`src/rtl/playseq_motor_param_pkg.sv`:
```
// rtl/playseq_motor_param_pkg.sv - state codes, LFSR taps and helpers for the sequence-memory engine
package playseq_motor_param_pkg;

    // State codes, also shown on db_estado
    localparam logic [3:0] ST_INICIAL     = 4'h0;
    localparam logic [3:0] ST_PREPARA     = 4'h1;
    localparam logic [3:0] ST_ANEXA       = 4'h2;
    localparam logic [3:0] ST_MOSTRA_LED  = 4'h3;
    localparam logic [3:0] ST_MOSTRA_GAP  = 4'h4;
    localparam logic [3:0] ST_ESPERA      = 4'h5;
    localparam logic [3:0] ST_COMPARA     = 4'h6;
    localparam logic [3:0] ST_PROXIMA     = 4'h7;
    localparam logic [3:0] ST_FIM_GANHOU  = 4'hA;
    localparam logic [3:0] ST_FIM_PERDEU  = 4'hB;
    localparam logic [3:0] ST_FIM_TIMEOUT = 4'hC;

    // x^16 + x^14 + x^13 + x^11 + 1 -> bits 15, 13, 12, 10 feed back
    localparam logic [15:0] LFSR_TAPS = 16'hB400;

    // One Fibonacci step: shift left, XOR of the tapped bits enters at bit 0
    function automatic logic [15:0] lfsr_next(input logic [15:0] s);
        return {s[14:0], ^(s & LFSR_TAPS)};
    endfunction

    // Largest of three durations, sizes the shared timer
    function automatic int max3(input int a, input int b, input int c);
        int m;
        m = (a > b) ? a : b;
        return (m > c) ? m : c;
    endfunction

endpackage

```
`src/rtl/playseq_motor_param_temporizador.sv`:
```
// rtl/playseq_motor_param_temporizador.sv - clear/enable counter flagging the last cycle of a limit
module playseq_temporizador #(
    parameter int M = 5000,
    localparam int W = $clog2(M) + 1
) (
    input  logic         clock,
    input  logic         reset,
    input  logic         clr_i,
    input  logic         en_i,
    input  logic [W-1:0] limite_i,
    output logic         fim_o
);

    logic [W-1:0] count_q;

    // Counter restarts from zero on clear, otherwise advances while enabled
    always_ff @(posedge clock or negedge reset) begin
        if (!reset) begin
            count_q <= '0;
        end else if (clr_i) begin
            count_q <= '0;
        end else if (en_i) begin
            count_q <= count_q + 1'b1;
        end
    end

    // Asserted during the final cycle of a limite_i-cycle interval
    assign fim_o = (count_q == limite_i - 1'b1);

endmodule

```
`src/rtl/playseq_motor_param.sv`:
```
// rtl/playseq_motor_param.sv - self-contained sequence-memory game engine with LFSR-built sequence
module playseq_motor_param
    import playseq_motor_param_pkg::*;
#(
    parameter int          N_BOTOES  = 4,
    parameter int          MAX_SEQ   = 16,
    parameter int          T_LED     = 500,
    parameter int          T_GAP     = 250,
    parameter int          T_TIMEOUT = 5000,
    parameter logic [15:0] LFSR_SEED = 16'hACE1
) (
    input  logic                clock,
    input  logic                reset,
    input  logic                jogar,
    input  logic [1:0]          nivel,
    input  logic [N_BOTOES-1:0] botoes,
    output logic [N_BOTOES-1:0] leds,
    output logic                pronto,
    output logic                ganhou,
    output logic                perdeu,
    output logic                timeout,
    output logic [3:0]          db_estado,
    output logic [5:0]          db_rodada
);

    localparam int SW    = $clog2(N_BOTOES);
    localparam int IW    = $clog2(MAX_SEQ);
    localparam int T_MAX = max3(T_LED, T_GAP, T_TIMEOUT);
    localparam int W_T   = $clog2(T_MAX) + 1;

    logic [3:0]          state_q, state_d;
    logic [5:0]          r_q, r_d;
    logic [5:0]          idx_q, idx_d;
    logic [5:0]          len_q, len_d;
    logic [15:0]         lfsr_q;
    logic [SW-1:0]       seq_q [MAX_SEQ];
    logic [N_BOTOES-1:0] sync1_q, sync2_q, prev_q, jogada_q;
    logic                move_q;

    logic [5:0]          r_m1;
    logic [IW-1:0]       wr_idx, rd_idx;
    logic [N_BOTOES-1:0] alvo;
    logic                tmr_clr, tmr_en, tmr_fim;
    logic [W_T-1:0]      tmr_lim;

    assign r_m1   = r_q - 6'd1;
    assign wr_idx = r_m1[IW-1:0];
    assign rd_idx = idx_q[IW-1:0];
    assign alvo   = N_BOTOES'(1) << seq_q[rd_idx];

    // Shared timer: restarted on every state change, limit chosen by the current state
    assign tmr_clr = (state_d != state_q);

    playseq_temporizador #(
        .M (T_MAX)
    ) u_temporizador (
        .clock    (clock),
        .reset    (reset),
        .clr_i    (tmr_clr),
        .en_i     (tmr_en),
        .limite_i (tmr_lim),
        .fim_o    (tmr_fim)
    );

    // Two-flop synchroniser, rising-edge move detect, registered move only while waiting
    always_ff @(posedge clock or negedge reset) begin
        if (!reset) begin
            sync1_q  <= '0;
            sync2_q  <= '0;
            prev_q   <= '0;
            jogada_q <= '0;
            move_q   <= 1'b0;
        end else begin
            sync1_q  <= botoes;
            sync2_q  <= sync1_q;
            prev_q   <= sync2_q;
            jogada_q <= sync2_q;
            move_q   <= (state_q == ST_ESPERA) && (sync2_q != '0) && (prev_q == '0);
        end
    end

    // Free-running LFSR, stepping every clock so each game draws a fresh sequence
    always_ff @(posedge clock or negedge reset) begin
        if (!reset) begin
            lfsr_q <= LFSR_SEED;
        end else begin
            lfsr_q <= lfsr_next(lfsr_q);
        end
    end

    // Sequence memory: one element appended per round, wiped on reset
    always_ff @(posedge clock or negedge reset) begin
        if (!reset) begin
            for (int i = 0; i < MAX_SEQ; i++) begin
                seq_q[i] <= '0;
            end
        end else if (state_q == ST_ANEXA) begin
            seq_q[wr_idx] <= lfsr_q[SW-1:0];
        end
    end

    // FSM state, round, index and target length registers
    always_ff @(posedge clock or negedge reset) begin
        if (!reset) begin
            state_q <= ST_INICIAL;
            r_q     <= '0;
            idx_q   <= '0;
            len_q   <= '0;
        end else begin
            state_q <= state_d;
            r_q     <= r_d;
            idx_q   <= idx_d;
            len_q   <= len_d;
        end
    end

    // Next-state logic; jogar only matters when idle or at game over
    always_comb begin
        state_d = state_q;
        r_d     = r_q;
        idx_d   = idx_q;
        len_d   = len_q;
        tmr_en  = 1'b0;
        tmr_lim = W_T'(T_LED);
        case (state_q)
            ST_INICIAL, ST_FIM_GANHOU, ST_FIM_PERDEU, ST_FIM_TIMEOUT: begin
                if (jogar) begin
                    state_d = ST_PREPARA;
                    len_d   = 6'((int'(nivel) + 1) * (MAX_SEQ / 4));
                    r_d     = 6'd1;
                    idx_d   = '0;
                end
            end
            ST_PREPARA: begin
                state_d = ST_ANEXA;
            end
            ST_ANEXA: begin
                state_d = ST_MOSTRA_LED;
                idx_d   = '0;
            end
            ST_MOSTRA_LED: begin
                tmr_en  = 1'b1;
                tmr_lim = W_T'(T_LED);
                if (tmr_fim) begin
                    state_d = ST_MOSTRA_GAP;
                end
            end
            ST_MOSTRA_GAP: begin
                tmr_en  = 1'b1;
                tmr_lim = W_T'(T_GAP);
                if (tmr_fim) begin
                    if (idx_q == r_m1) begin
                        state_d = ST_ESPERA;
                        idx_d   = '0;
                    end else begin
                        state_d = ST_MOSTRA_LED;
                        idx_d   = idx_q + 6'd1;
                    end
                end
            end
            ST_ESPERA: begin
                tmr_en  = 1'b1;
                tmr_lim = W_T'(T_TIMEOUT);
                // A move arriving on the expiry cycle still counts
                if (move_q) begin
                    state_d = ST_COMPARA;
                end else if (tmr_fim) begin
                    state_d = ST_FIM_TIMEOUT;
                end
            end
            ST_COMPARA: begin
                if (jogada_q != alvo) begin
                    state_d = ST_FIM_PERDEU;
                end else if (idx_q < r_m1) begin
                    state_d = ST_ESPERA;
                    idx_d   = idx_q + 6'd1;
                end else begin
                    state_d = ST_PROXIMA;
                end
            end
            ST_PROXIMA: begin
                if (r_q == len_q) begin
                    state_d = ST_FIM_GANHOU;
                end else begin
                    state_d = ST_ANEXA;
                    r_d     = r_q + 6'd1;
                end
            end
            default: begin
                state_d = ST_INICIAL;
            end
        endcase
    end

    // LEDs show the preview element, echo the buttons while waiting, dark otherwise
    always_comb begin
        leds = '0;
        if (state_q == ST_MOSTRA_LED) begin
            leds = alvo;
        end else if (state_q == ST_ESPERA) begin
            leds = sync2_q;
        end
    end

    assign pronto    = (state_q == ST_FIM_GANHOU) || (state_q == ST_FIM_PERDEU) ||
                       (state_q == ST_FIM_TIMEOUT);
    assign ganhou    = (state_q == ST_FIM_GANHOU);
    assign perdeu    = (state_q == ST_FIM_PERDEU) || (state_q == ST_FIM_TIMEOUT);
    assign timeout   = (state_q == ST_FIM_TIMEOUT);
    assign db_estado = state_q;
    assign db_rodada = r_q;

endmodule

```
`config.mk`:
```
export PLATFORM = sky130hd
export DESIGN_NAME = playseq_motor_param
export DESIGN_NICKNAME = d
export VERILOG_FILES = /design/src/rtl/playseq_motor_param_pkg.sv /design/src/rtl/playseq_motor_param_temporizador.sv /design/src/rtl/playseq_motor_param.sv
export SDC_FILE = /design/constraint.sdc
export NUM_CORES = 1
export LEC_CHECK = 0
export BUFFER_PORTS_ARGS = -buffer_cell sky130_fd_sc_hd__buf_2
export CAP_MARGIN = 5
export CORE_MARGIN = 3
export CORE_UTILIZATION = 55
export CTS_CLUSTER_DIAMETER = 50
export DETAILED_ROUTE_END_ITERATION = 7
export PLACE_DENSITY = 0.81
export SYNTH_ARGS = -nofsm -noshare
export SYNTH_HDL_FRONTEND = slang
export SYNTH_SLANG_ARGS = --single-unit
```
`constraint.sdc`:
```
create_clock -name clock -period 3.4 [get_ports clock]
set_clock_uncertainty 0.2 [all_clocks]
set_input_delay 0.68 -clock clock [delete_from_list [all_inputs] [get_ports clock]]
set_output_delay 0.68 -clock clock [all_outputs]
set_load 0.01 [all_outputs]
```
**After elaboration in Yosys (flattened, before gate mapping)**

Index checks and enable logic that the tools add are counted.

- Multiplexer cells: 31
- $add $sub $neg: 6
- $mul: 0
- Shifts and indexed selects: 1
- Magnitude comparators: 4
- Divide/modulo/power cells: 0
- Bitwise gates (word level): 2
- Equality and inequality tests: 20
- Reductions and logical operators: 18

Operator list:

| operator | count |
|---|---|
| $mux 6 | 7 |
| $mux 4 | 9 |
| $bwmux 32 | 1 |
| $pmux 4 s8 | 1 |
| $mux 14 | 2 |
| $pmux 13 s2 | 1 |
| $pmux 6 s4 | 1 |
| $eq 4x3->1 const B | 4 |
| $reduce_xor 16->1 | 1 |
| $add 14x1->14 const B | 1 |
| $eq 14x14->1 | 1 |
| $sub 13x1->14 const B | 1 |
| $add 6x1->6 const B | 2 |
| $eq 4x4->1 const B | 3 |
| $eq 6x6->1 | 2 |
| $pmux 6 s2 | 1 |
| $ge 5x5->1 const B | 2 |
| $ne 2x2->1 const B | 5 |
| $not 4->5 | 2 |
| $bmux 2 s4 | 1 |
| $demux 2 s4 | 1 |
| $eq 4x2->1 const B | 2 |
| $logic_not 4->1 | 2 |
| $mux 2 | 4 |
| 18 further kinds | 25 |

- Latch bits: 0
- Output and inout port bits: 18
- Register bits after elaboration: 95
- Logic and storage cells: 108
- Memory bits (writable): 0
- Bits of input ports: 9
- Memory bits (read-only): 0
- Memories kept: 0

**Depth between registers and ports, before layout**

- Depth after elaboration: 10
- Gate-level depth with buffers: 13
- Mapped depth without buffers: 13

**Hierarchy**

A second synthesis with hierarchy kept.

- Cells, all modules: 488
- Area total of the unflattened synthesis: 5202.5 um2

By module, submodules not included:

| module | cells each | instances | area each (um2) | sequential area each (um2) |
|---|---|---|---|---|
| playseq_motor_param | 352 | 1 | 4056.4 | 2011.9 |
| playseq_temporizador | 136 | 1 | 1146.1 | 350.3 |

**Worst setup path after synthesis**

OpenSTA, ideal clock, no wires.

- Path type: reg2reg
- Start: reg r_q[2] (netlist: db_rodada[2])
- End: reg idx_q[3]
- Required time: 3.050 ns
- Library setup time: 0.150 ns
- Setup slack: 0.217 ns
- Arrival time: 2.833 ns
- Path buffers: 1
- Cell stages (with the launch flop): 14
- Path through: dfrtp_1 > clkbuf_1 > or3_1 > nor3_1 > xnor2_1 > ha_1 > nand4_1 > inv_1 > nand3_1 > o21ai_0 > nor2_1 > o31a_1 > o41ai_1 > o41ai_1

- Cells in the longest elaborated chain, start to end: 5
- Elaborated cells on any way between the ends: 8
- Those cells by class: add/sub (1); order compare (1); eq/ne (2); mux (3); reduce/logical (1)

Ends and longest elaborated chain:

| what | line | text |
|---|---|---|
| start: declaration | playseq_motor_param.sv:32 | `logic [5:0] r_q, r_d;` |
| start signal: assignment | playseq_motor_param.sv:111 | `r_q <= r_d;` |
| $sub 6x1->6 * | playseq_motor_param.sv:46 | `assign r_m1 = r_q - 6'd1;` |
| parallel branches: the longest is 4 deep, another holds $lt 6x6->1 | n/a |  |
| end signal: assignment | playseq_motor_param.sv:112 | `idx_q <= idx_d;` |
| end: declaration | playseq_motor_param.sv:33 | `logic [5:0] idx_q, idx_d;` |

Every way passes the cells marked *. The select of a mux whose other input is x is not followed.
A chain may end at the register's enable or synchronous reset.

**Final worst setup path**

- Start: reg state_q[0] (netlist: db_estado[0])
- End: out leds[0]

- Cells in the longest elaborated chain, start to end: 3
- Elaborated cells on any way between the ends: 4
- Those cells by class: eq/ne (2); mux (2)

Ends and longest elaborated chain:

| what | line | text |
|---|---|---|
| start: declaration | playseq_motor_param.sv:31 | `logic [3:0] state_q, state_d;` |
| start signal: assignment | playseq_motor_param.sv:110 | `state_q <= state_d;` |
| $eq 4x3->1 | playseq_motor_param.sv:200 | `end else if (state_q == ST_ESPERA) begin` |
| $mux 4 | playseq_motor_param.sv:200 |  |
| $mux 4 * | playseq_motor_param.sv:198 | `if (state_q == ST_MOSTRA_LED) begin` |
| end: declaration | playseq_motor_param.sv:17 | `output logic [N_BOTOES-1:0] leds,` |

Every way passes the cells marked *; elsewhere a longest branch is shown, timed or not.

==> impl_results.md <==
* Type of element capturing the critical path: primary output
* Number of cells traversed by the worst register-to-register path at 7
* Static Leak at 2.44 nW
* Net switching component of the power at 912 uW
* Non-filler cells, final at 612
* TritonCTS clock tree: built
* Fraction of the yosys area taken by sequential cells at 48.4%
* DIE AREA at 10000 um2
* Avg Synthesized Cell Area at 10.4 um2
* Skew-Pair Late Insertion Delay at 370 ps
* Die Y at 100 um
* Critical Path, Cell by Cell: buf_4 > nand2_1 > nor3_1 > o21ai_0 > o21ai_0 > buf_2
* Post-synthesis cell count at 469
* I/O pin total at 27
* Highest cell delay on the worst timing path at 530 ps
* Hold Slack at 96.2 ps
* Minimum setup slack after placement at 168 ps
* Global-route usage over all layers at 20.3%
* Class of the worst hold path: input pin to asynchronous set/reset pin
* Detail Placement HPWL at 6.98 mm
* Library cell with the highest instance count after synthesis: dfrtp_1
* Synth cell types at 59
* Clock sink count at 94
* Category of the most critical setup path: flip-flop to primary output
* Post-synth top area cell: dfrtp_1
* MaxCap Viol Count at 0
* Primary flip-flop cell chosen by synthesis mapping: dfrtp_1
* Routed vias at 3581
* Total power of the final layout at 2.63 mW
* Placed Instances at 595
* RD Place Congestion at 0.906
* Number of nets in the final layout at 526
* Detailed-route vias per instance at 5.85
* Critical path data required time at 2520 ps
* Power density relative to cell area at 486 nW/um2
* CTS Root Buffer Type: clkbuf_8
* Setup TNS at 0 ps
* Arrival time of data at the critical path endpoint at 2330 ps
* Pin count of the biggest net entering global routing at 52
* Row count at 33
* Run status: complete, no violations
* Transition time of the tightest slew-check pin at 652 ps
* Post-route design area at 5410 um2
* Total DRC errors in the routed layout at 0
* Int Pwr at 1.72 mW
* Final hold vios at 0
* Number of antenna violations at the first check in global routing at 0
* Final Util at 64.2%
* Final routed wirelength across all metal layers at 9.83 mm
* Max-Slew Margin vs Limit at 56.2%
* Register area at 2360 um2
* Die X at 100 um
* Final-layout fill cell count at 673
* Standard cell with the maximum stage delay on the critical path: nor3_1
* Layout area overhead at 10.7%
* Crit Reg-Reg Startpoint: u_temporizador.count_q[2]
* Most instantiated cells after synthesis: dfrtp_1, nor2_1, nand2_1, mux2_2, mux2i_1
* Worst reg-to-reg setup slack at 240 ps
* Fraction of layout instances using a drive strength above 1 at 22.9%
* CP Max Fanout at 9
* Buffer depth of the longest clock path at 2
* Type of origin of the critical path: flip-flop
* Number of enable flip-flop cells after synthesis at 0
* Fraction of registers with async set or reset after synthesis at 100%
* RR Endpoint: idx_q[0]
* Final worst path period share at 94.4%
* Core box area at 8420 um2
* Worst IR drop on VDD at 0.000277 V
* Worst path setup slack after routing at 190 ps
* Register clock-pin slew on the reported worst setup and hold paths at 100 ps
* Number of global-route vias before repair at 3603
* Starting density of the core at 58.0%
* Number of hold buffers added after cts at 0
* Net switching share of the total power at 34.7%
* Combinational share of power at 25.9%
* Iteration-0 DRC Markers at 306
* Multi-input gate area in the final layout at 2390 um2
* Seq cells post-synth at 94
* Post-synthesis net count at 493
* Total inserted antenna cells at 0
* Share of the synthesized area in the top cell type at 44.1%
* Total count of max-transition violations in the final report at 0
* Final setup fails at 0
* Number of warnings printed during yosys synthesis at 0
* Residual antenna-violating net count after detailed routing at 0
* Relative contribution of the clock network to total power at 27.4%
* Reg power frac at 46.6%
* Total congestion overflow at 0
* H-Tree Depth at 3
* Synth Cell Area at 4880 um2
* Average detailed-routed wire length per instance at 16.1 um
* Max Freq at 312 MHz
* Final Critical Period at 3210 ps
* Post-DP Area at 5180 um2
* Crit path top cell by count: o21ai_0
* Detailed-routing iteration count for the pre-antenna-repair pass at 5
* Clock buffer count from CTS at 9
* Main area contributors after synthesis: dfrtp_1, mux2_2, dfstp_2
* Port-buffer cells at 26
* Wire length of the first global-routing pass at 16.6 mm
==> worst max-delay path by stage <==
stage / from / to / slack (ps)
3_3_place_gp: u_temporizador.count_q[2] / u_temporizador.count_q[0] / 270
4_1_cts: idx_q[1] / leds[1] / 110
3_5_place_dp: u_temporizador.count_q[2] / u_temporizador.count_q[4] / 170
2_1_floorplan: db_rodada[2] / idx_q[3] / 220
5_1_grt: idx_q[1] / leds[1] / -20
6_report: db_estado[0] / leds[0] / 190
==> power groups by stage <==
stage | logic [mW] | clock network [mW] | registers, mW
floorplan | 0.473 | 0 | 1.24
global placement | 0.624 | 0 | 1.24
detailed placement | 0.644 | 0 | 1.25
CTS | 0.648 | 0.739 | 1.23
global route | 0.759 | 0.786 | 1.24
finish | 0.681 | 0.722 | 1.23
==> flip-flops by register name, indices dropped and copies added (netlist names) <==
signal	cells
db_estado	4
u_temporizador.count_q	14
seq_q	32
idx_q	6
len_q	3
db_rodada	6
sync1_q	4
sync2_q	4
lfsr_q	16
jogada_q	4
move_q	1
==> cell usage in the layout (no fill, tap or decap), drive strengths merged, types with 16 or more instances in the layout <==
cell   netlist  final
inv         16     19
a21oi       16     16
buf          6     41
nand3       18     18
mux2        36     36
mux2i       20     20
nor2        53     53
nand2       37     37
dfrtp       86     86
==> critical path: cells and delay by family (launching register included) <==
| family | cells | cell delay, ps |
|---|---|---|
| AND/OR/NAND/NOR | 2 | 640 |
| flip-flops | 1 | 500 |
| buffers and inverters | 2 | 370 |
| AO/OA/AOI/OAI | 2 | 450 |
==> timing repair <==
item / in CTS / in global routing
setup endpoints to repair: 0 / 17
resized for setup: 0 / 6
endpoints found under the hold margin: 0 / 0
buffers inserted: 0 / 1
==> metal layers <==
metal  vias up  global-route usage [%]  wire length [um]
met3        12                    4.24               387
met5         -                       0                 0
met4         0                    5.91                99
met2        76                    32.9              4840
met1      1771                    27.8              4500
li1       1722                       -                 -
==> final cells by class <==
type / count / area share (%)
inverters: 16 / 1.11
repair buffers: 41 / 4.77
flip-flops and latches: 94 / 43.7
clock buffers: 9 / 2.29
clock inverters: 7 / 1.39
multi-input cells: 340 / 44.3
well taps: 105 / 2.43
==> cell families after synthesis <==
family,after synthesis,share of synthesized area [%]
compound gates,71,10.2
flops,94,48.4
xor+xnor,27,4.84
fa+ha+maj,16,4.05
mux,56,12.4
buf+inv,35,3.00
simple gates,170,17.1
(Power assumes the default switching activity.)
